`src/rtl/npu_pkg.sv`:
```
// Shared NPU types: feeder FSM states, feed length helper, operand width.
package npu_pkg;

  localparam int unsigned DW_DEFAULT = 8;

  typedef logic [DW_DEFAULT-1:0] operand_t;

  typedef enum logic [2:0] {
    IDLE,
    CLEAR,
    FEED,
    DRAIN,
    DONE
  } feeder_state_t;

  function automatic int unsigned feed_len(input int unsigned size);
    return 3 * size - 2;
  endfunction

endpackage

```
`src/rtl/systolic_feeder_skew.sv`:
```
// Diagonal wavefront selector: element e carries mat[e][k-e] (rows) or
// mat[k-e][e] (columns), zero where the diagonal falls outside the matrix.
module skew_select
  import npu_pkg::*;
#(
  parameter int unsigned SIZE   = 4,
  parameter int unsigned DW     = DW_DEFAULT,
  parameter int unsigned KW     = 4,
  parameter bit          COLUMN = 1'b0
) (
  input  logic [KW-1:0]                      k,
  input  logic [SIZE-1:0][SIZE-1:0][DW-1:0]  mat,
  output logic [SIZE-1:0][DW-1:0]            wave
);

  // Matching e + d against k avoids signed k - e arithmetic.
  always_comb begin
    wave = '0;
    for (int unsigned e = 0; e < SIZE; e++) begin
      for (int unsigned d = 0; d < SIZE; d++) begin
        if (32'(k) == e + d) begin
          wave[e] = COLUMN ? mat[d][e] : mat[e][d];
        end
      end
    end
  end

endmodule

```
`src/rtl/systolic_feeder.sv`:
```
// Captures A/B on start, streams skewed operand wavefronts into the systolic
// array, then waits (bounded) for the array's done and reports completion.
module systolic_feeder
  import npu_pkg::*;
#(
  parameter int unsigned SIZE      = 4,
  parameter int unsigned DW        = DW_DEFAULT,
  parameter int unsigned DRAIN_MAX = 16
) (
  input  logic                               clk,
  input  logic                               rst,
  input  logic                               start,
  input  logic [SIZE-1:0][SIZE-1:0][DW-1:0]  a_mat,
  input  logic [SIZE-1:0][SIZE-1:0][DW-1:0]  b_mat,
  output logic [SIZE-1:0][DW-1:0]            out_west,
  output logic [SIZE-1:0][DW-1:0]            out_north,
  output logic                               out_valid,
  output logic                               array_clr,
  input  logic                               array_done,
  output logic                               busy,
  output logic                               done,
  output logic                               timeout
);

  localparam int unsigned FEED_LEN = feed_len(SIZE);
  localparam int unsigned KW       = $clog2(3 * SIZE - 1);
  localparam int unsigned CW       = $clog2(DRAIN_MAX + 1);

  feeder_state_t state_q, state_n;
  logic [KW-1:0] step_q, step_n;
  logic [CW-1:0] cnt_q, cnt_n;
  logic          timeout_n;
  logic          latch;

  logic [SIZE-1:0][SIZE-1:0][DW-1:0] a_q, b_q;
  logic [SIZE-1:0][DW-1:0]           west_wave, north_wave;

  skew_select #(
    .SIZE   (SIZE),
    .DW     (DW),
    .KW     (KW),
    .COLUMN (1'b0)
  ) u_skew_west (
    .k    (step_n),
    .mat  (a_q),
    .wave (west_wave)
  );

  skew_select #(
    .SIZE   (SIZE),
    .DW     (DW),
    .KW     (KW),
    .COLUMN (1'b1)
  ) u_skew_north (
    .k    (step_n),
    .mat  (b_q),
    .wave (north_wave)
  );

  always_comb begin
    state_n   = state_q;
    step_n    = step_q;
    cnt_n     = cnt_q;
    timeout_n = timeout;
    latch     = 1'b0;
    case (state_q)
      IDLE: begin
        if (start) begin
          state_n   = CLEAR;
          latch     = 1'b1;
          timeout_n = 1'b0;
        end
      end
      CLEAR: begin
        state_n = FEED;
        step_n  = '0;
      end
      FEED: begin
        if (step_q == KW'(FEED_LEN - 1)) begin
          state_n = DRAIN;
          cnt_n   = '0;
        end else begin
          step_n = step_q + KW'(1);
        end
      end
      DRAIN: begin
        // array_done takes priority over the timeout in the final wait cycle.
        if (array_done) begin
          state_n = DONE;
        end else if (cnt_q == CW'(DRAIN_MAX - 1)) begin
          state_n   = DONE;
          timeout_n = 1'b1;
        end else begin
          cnt_n = cnt_q + CW'(1);
        end
      end
      DONE: state_n = IDLE;
      default: state_n = IDLE;
    endcase
  end

  // Outputs are registered from the next state so they line up with it.
  always_ff @(posedge clk) begin
    if (!rst) begin
      state_q   <= IDLE;
      step_q    <= '0;
      cnt_q     <= '0;
      a_q       <= '0;
      b_q       <= '0;
      out_west  <= '0;
      out_north <= '0;
      out_valid <= 1'b0;
      array_clr <= 1'b0;
      busy      <= 1'b0;
      done      <= 1'b0;
      timeout   <= 1'b0;
    end else begin
      state_q   <= state_n;
      step_q    <= step_n;
      cnt_q     <= cnt_n;
      timeout   <= timeout_n;
      if (latch) begin
        a_q <= a_mat;
        b_q <= b_mat;
      end
      out_valid <= (state_n == FEED);
      array_clr <= (state_n == CLEAR);
      busy      <= (state_n != IDLE);
      done      <= (state_n == DONE);
      out_west  <= (state_n == FEED) ? west_wave  : '0;
      out_north <= (state_n == FEED) ? north_wave : '0;
    end
  end

endmodule
```
`config.mk`:
```
export PLATFORM = sky130hd
export DESIGN_NAME = systolic_feeder
export DESIGN_NICKNAME = d
export VERILOG_FILES = /design/src/rtl/npu_pkg.sv /design/src/rtl/systolic_feeder_skew.sv /design/src/rtl/systolic_feeder.sv
export SDC_FILE = /design/constraint.sdc
export NUM_CORES = 1
export LEC_CHECK = 0
export BUFFER_PORTS_ARGS = -buffer_cell sky130_fd_sc_hd__buf_2
export CAP_MARGIN = 20
export CORE_ASPECT_RATIO = 2
export CORE_MARGIN = 2
export CORE_UTILIZATION = 47
export CTS_BUF_LIST = sky130_fd_sc_hd__clkbuf_16
export CTS_CLUSTER_SIZE = 28
export DETAILED_ROUTE_END_ITERATION = 12
export GPL_ROUTABILITY_DRIVEN = 1
export PLACE_DENSITY = 0.72
export SYNTH_ARGS = -nofsm -noshare
export SYNTH_HDL_FRONTEND = slang
export SYNTH_HIERARCHICAL = 1
export SYNTH_SLANG_ARGS = --single-unit
export TNS_END_PERCENT = 1
```
`constraint.sdc`:
```
create_clock -name clk -period 4 [get_ports clk]
set_input_delay 0.2 -clock clk [delete_from_list [all_inputs] [get_ports clk]]
set_output_delay 0.2 -clock clk [all_outputs]
set_load 0.01 [all_outputs]
```
==> results_dict.tcl, run 1 <==
set metrics [dict create \
    crit_fanout 29 \
    netlist_area_um2 14400 \
    finalHoldViolations 0 \
    die_h_um 252 \
    clk_path_buf_depth 3 \
    drv_cap 0 \
    wire_per_inst_um 18.4 \
    grt_max_degree 147 \
    antenna_found_initial 1 \
    clkLatencyLatePin_ns 0.56 \
    worstMarginPinSlew_ns 0.967 \
    timing.final.crit_share_pct 89.8 \
    rsz0062_at_grt "false" \
    io_pins 329 \
    drtIter0Drc 918 \
    dpl.hpwl_um 29000 \
    fin_nets 2514 \
    clock_sinks 337 \
    yosysUniqueCellTypes 52 \
    grt_pass1_vias 15000 \
    p_leak_nw 8.08 \
    switching_share_pct 26.3 \
    ir_drop_uv 377 \
    p_clk_share_pct 37.9 \
    total_power_w 0.00766 \
    arrival_ns 4.05 \
    fmax_mhz 278 \
    drt_first_pass_iters 5 \
    seqPwrFrac_pct 47.6 \
    drive_above_1_share_pct 19.9 \
    slew_violations 0 \
    overflow 0 \
    cts.reportedPaths.clkPinSlew_ns 0.07 \
    grtUsageTotal_pct 29.1 \
    p_per_area_nw_per_um2 394 \
    synth_edf_count 0 \
    syn_area_per_cell_um2 8.20 \
    ys_seq_area_share_pct 46.8 \
    cp.required_ns 4.46 \
    worstSetupPathType "register to register" \
    die_w_um 128 \
    start_kind "register" \
    regToRegSetupSlack_ns 0.41 \
    port_buffers 328 \
    h-tree-depth 1 \
    worstHoldPathType "input pin to register" \
    wl_um 48500 \
    yosysWarnings 6 \
    syn_inst 1757 \
    num_vias 14600 \
    dieArea_um2 32200 \
    ys_seq_elements 337 \
    ctsResizeCount 0 \
    cts_setup_buffers 0 \
    p_int_w 0.00564 \
    remaining_drc_errors 0 \
    finalSetupTns_ns 0 \
    placement_rows 90 \
    coreArea_um2 30200 \
    skew_ns 0.00869 \
    cts-root-buf "clkbuf_16" \
    cp-end-kind "register" \
    synth_fp_nets 2021 \
    cts_buffers 30 \
    fin_crit_ns 3.59 \
    antenna_left 0 \
    grt_first_pass_wirelength_um 75100 \
    p_comb_share_pct 14.5 \
    finalSetupViolCount 0 \
    final_common_cell "nand2_1" \
    hold_buffers 257 \
    start_util_pct 47.7 \
    place.gp.congestion 0.860 \
    routed_via_density 5.53 \
    p_sw_w 0.00202 \
    outcome "completed" \
    maxSlewHeadroom_pct 35.5 \
    cts_tree "done" \
    synth_flop_cell "dfxtp_1" \
    area_growth_pct 34.8 \
    layout_common_cells "nand2_1, dfxtp_1, buf_2" \
    synth-async-reset-ratio_pct 0 \
]
## cells by family after synthesis
kind of cell / count (synthesis) / share of synthesized area, %
fa+ha+maj: 4 / 0.347
xor+xnor: 1 / 0.0608
buf+inv: 231 / 9.01
flops: 337 / 46.8
simple gates: 760 / 25.0
mux: 30 / 3.65
compound gates: 394 / 15.1
## cells in the mapped netlist (all sizes together), types with 5 or more instances
cell    number  area share (%)
a21oi      305              11
a22oi       14            0.73
a311oi      19             1.2
and2        16            0.69
and3b       52             3.2
buf        109             5.8
clkbuf      43             1.1
dfxtp      337              47
inv         79             2.1
mux2        14             1.1
mux4        16             2.6
nand2      529              14
nand3        5            0.17
nor2        51             1.5
nor3         5            0.17
nor3b        5            0.42
nor4        64             2.8
o21ai       25            0.87
o31ai       18            0.94
## critical path, cell delays in order (launching register included)
cell       delay, ns
dfxtp_1         0.67
or3b_1          0.51
o221ai_1        0.36
nand2_4         0.30
nand4bb_1       0.77
buf_4           0.42
a21oi_1         0.13
inv_1           0.06
nor4_1          0.27
## power by group through the flow
stage / combinational (W) / sequential (W) / clock (W)
detailed placement: 0.000873 / 0.00372 / 0
global placement: 0.000858 / 0.00371 / 0
CTS: 0.00107 / 0.00364 / 0.00293
floorplan: 0.000651 / 0.00369 / 0
global route: 0.00120 / 0.00367 / 0.00306
finish: 0.00111 / 0.00365 / 0.00290
## sequential cells by signal, summed over array words and instances, names as in the netlist
name	count
array_clr	1
cnt_q	5
b_q	128
out_north	32
step_q	4
out_west	32
busy	1
a_q	128
out_valid	1
state_q	3
done	1
timeout	1
## layer usage
| metal | GRT usage (%) | share of wire [%] | vias up | routed length [um] |
|---|---|---|---|---|
| li1 | - | - | 6884 | - |
| met1 | 29.0 | 35 | 6892 | 16900 |
| met2 | 54.1 | 53 | 624 | 25600 |
| met3 | 4.05 | 5.1 | 210 | 2460 |
| met4 | 20.6 | 7.3 | 0 | 3570 |
| met5 | 0 | 0 | - | 0 |
## path summary, 6_finish.rpt
kind	from	to	cells after the start
setup / recovery	state_q[1]$_SDFF_PN0_	out_west[17]$_SDFF_PN0_	8
hold / removal	b_mat[104]	b_q[104]$_SDFFE_PN0P_	3
setup reg to reg	state_q[1]$_SDFF_PN0_	out_west[17]$_SDFF_PN0_	8
hold reg to reg	a_q[107]$_SDFFE_PN0P_	a_q[107]$_SDFFE_PN0P_	2
## through the flow
stage	area [um2]	cells	hold WS, ns	setup WS [ns]	utilization [%]
after global placement	15900	2329	0.438	0.562	52.6
after floorplan	14400	1757	0.317	1.09	-
after global routing	19400	2643	0.00515	0.0843	64.4
after detailed placement	15900	2329	0.443	0.474	52.6
after CTS	19400	2642	0.00672	0.420	64.4
final	19400	2643	0.0255	0.408	64.4
## area by class of cell
cell class	count	area, um2
multi-input cells	1189	6410
fillers	2343	10800
clock buffers	31	776
repair buffers	613	4520
inverters	79	304
flip-flops and latches	337	6750
clock inverters	25	195
diodes	1	2.50
well taps	368	460
(Power assumes the default switching activity.)
==> run 2, diff against run 1 <==
--- a/config.mk
+++ b/config.mk
@@ -10,7 +10,7 @@
 export CORE_ASPECT_RATIO = 2
 export CORE_MARGIN = 2
 export CORE_UTILIZATION = 47
-export CTS_BUF_LIST = sky130_fd_sc_hd__clkbuf_16
+export CTS_BUF_LIST = sky130_fd_sc_hd__clkbuf_4
 export CTS_CLUSTER_SIZE = 28
 export DETAILED_ROUTE_END_ITERATION = 12
 export GPL_ROUTABILITY_DRIVEN = 1
==> run 2 against run 1 <==
Power down 5.0%. Wire length about the same. Largest power group unchanged. Clock power down 13%. Clock skew up 0.038 ns. Non-clock buffer count up 3. Flip-flop and latch count unchanged. Highest routed layer unchanged.
==> results_dict.tcl, run 2 (synthesis gave the netlist of run 1 again) <==
set metrics [dict create \
    rsz0062_at_grt "false" \
    drt_first_pass_iters 6 \
    layout_common_cells "nand2_1, dfxtp_1, buf_2" \
    outcome "completed" \
    final_common_cell "nand2_1" \
    fin_util_pct 64.1 \
    num_vias 14900 \
    grt_max_degree 147 \
    timing.final.crit_share_pct 87.9 \
    crit_fanout 29 \
    area_growth_pct 34.3 \
    cp.required_ns 4.64 \
    antenna_found_initial 5 \
    drive_above_1_share_pct 22.0 \
    start_util_pct 47.7 \
    port_buffers 328 \
    cts_buffers 76 \
    worstHoldPathType "input pin to register" \
    die_w_um 128 \
    overflow 0 \
    drtIter0Drc 868 \
    die_h_um 252 \
    grt_first_pass_wirelength_um 74900 \
    reg.largest.list "a_q (128), b_q (128)" \
    fin_ws_ns 0.486 \
    clock_sinks 337 \
    slew_violations 0 \
    h-tree-depth 3 \
    fillers 2394 \
    antenna_left 0 \
    grt_pass1_vias 15200 \
    cts_tree "done" \
    multi_input_area_um2 6410 \
    fin_nets 2563 \
    worstMarginPinSlew_ns 0.967 \
    cts.reportedPaths.clkPinSlew_ns 0.08 \
    p_leak_nw 8.12 \
    skew_ns 0.0463 \
    cts-root-buf "clkbuf_4" \
    place_ws_ns 0.474 \
    clkLatencyLatePin_ns 0.75 \
    wire_per_inst_um 17.9 \
    cts_setup_buffers 0 \
    coreArea_um2 30200 \
    p_per_area_nw_per_um2 376 \
    io_pins 329 \
    remaining_drc_errors 0 \
    start_kind "register" \
    drv_cap 0 \
    dpl.hpwl_um 29000 \
    placement_rows 90 \
    routed_via_density 5.49 \
    seq_area_um2 6750 \
    fmax_mhz 285 \
    finalSetupViolCount 0 \
    finalSetupTns_ns 0 \
    finalHoldViolations 0 \
    place.gp.congestion 0.860 \
    clk_path_buf_depth 3 \
    grtUsageTotal_pct 29.4 \
    maxSlewHeadroom_pct 35.5 \
    fin_crit_ns 3.51 \
    ctsResizeCount 0 \
    worstSetupPathType "register to register" \
    ir_drop_uv 256 \
    wl_um 48600 \
    dieArea_um2 32200 \
    cp-end-kind "register" \
    arrival_ns 4.16 \
]
-- run 2: final cells by class --
class	instances	area share, %
Clock inverter	17	0.336
Antenna cell	7	0.0906
Tap cell	368	2.38
Inverter	79	1.57
Sequential cell	337	34.9
Multi-Input combinational cell	1189	33.2
Timing Repair Buffer	616	23.5
Clock buffer	104	4.04
-- run 2: routing by layer --
metal	share of wire, %	GRT usage (%)	vias to the layer above	wire length (um)
met1	34	27.8	6943	16300
li1	-	-	7022	-
met5	0	0	-	0
met2	53	54.0	711	25600
met4	7.6	23.4	0	3670
met3	6.2	5.62	230	2990
-- run 2: path summary, 6_finish.rpt --
kind	cells past startpoint	startpoint	slack [ns]	to
setup / recovery	8	state_q[1]$_SDFF_PN0_	0.49	out_west[22]$_SDFF_PN0_
hold / removal	4	a_mat[125]	0.23	a_q[125]$_SDFFE_PN0P_
setup reg to reg	8	state_q[1]$_SDFF_PN0_	0.49	out_west[22]$_SDFF_PN0_
hold reg to reg	2	a_q[17]$_SDFFE_PN0P_	0.45	a_q[17]$_SDFFE_PN0P_
-- run 2: per-stage QoR --
| stage | power (W) | instances | hold WS, ns | instance area [um2] |
|---|---|---|---|---|
| after floorplan | 0.00434 | 1757 | 0.317 | 14400 |
| final | 0.00727 | 2717 | 0.231 | 19300 |
| after global placement | 0.00457 | 2329 | 0.438 | 15900 |
| after CTS | 0.00729 | 2710 | 0.170 | 19300 |
| after detailed placement | 0.00459 | 2329 | 0.443 | 15900 |
| after global routing | 0.00760 | 2715 | 0.209 | 19300 |
-- run 2: worst max-delay path, cell delays in order (launching register included) --
cell       delay, ns
dfxtp_1         0.68
or3b_1          0.50
o221ai_1        0.34
nand2_4         0.29
nand4bb_1       0.75
buf_4           0.42
o32ai_2         0.12
inv_1           0.06
nor4_1          0.24
-- run 2: where the power goes --
| group | total, W | switching (W) | internal (W) |
|---|---|---|---|
| combinational | 0.00111 | 0.000600 | 0.000505 |
| sequential | 0.00365 | 0.000107 | 0.00354 |
| clock | 0.00252 | 0.00133 | 0.00119 |
-- run 2: what timing repair did --
item | in CTS | in global routing
endpoints found under the hold margin | 266 | 0
hold buffers | 260 | 0
setup endpoints to repair | 0 | 0
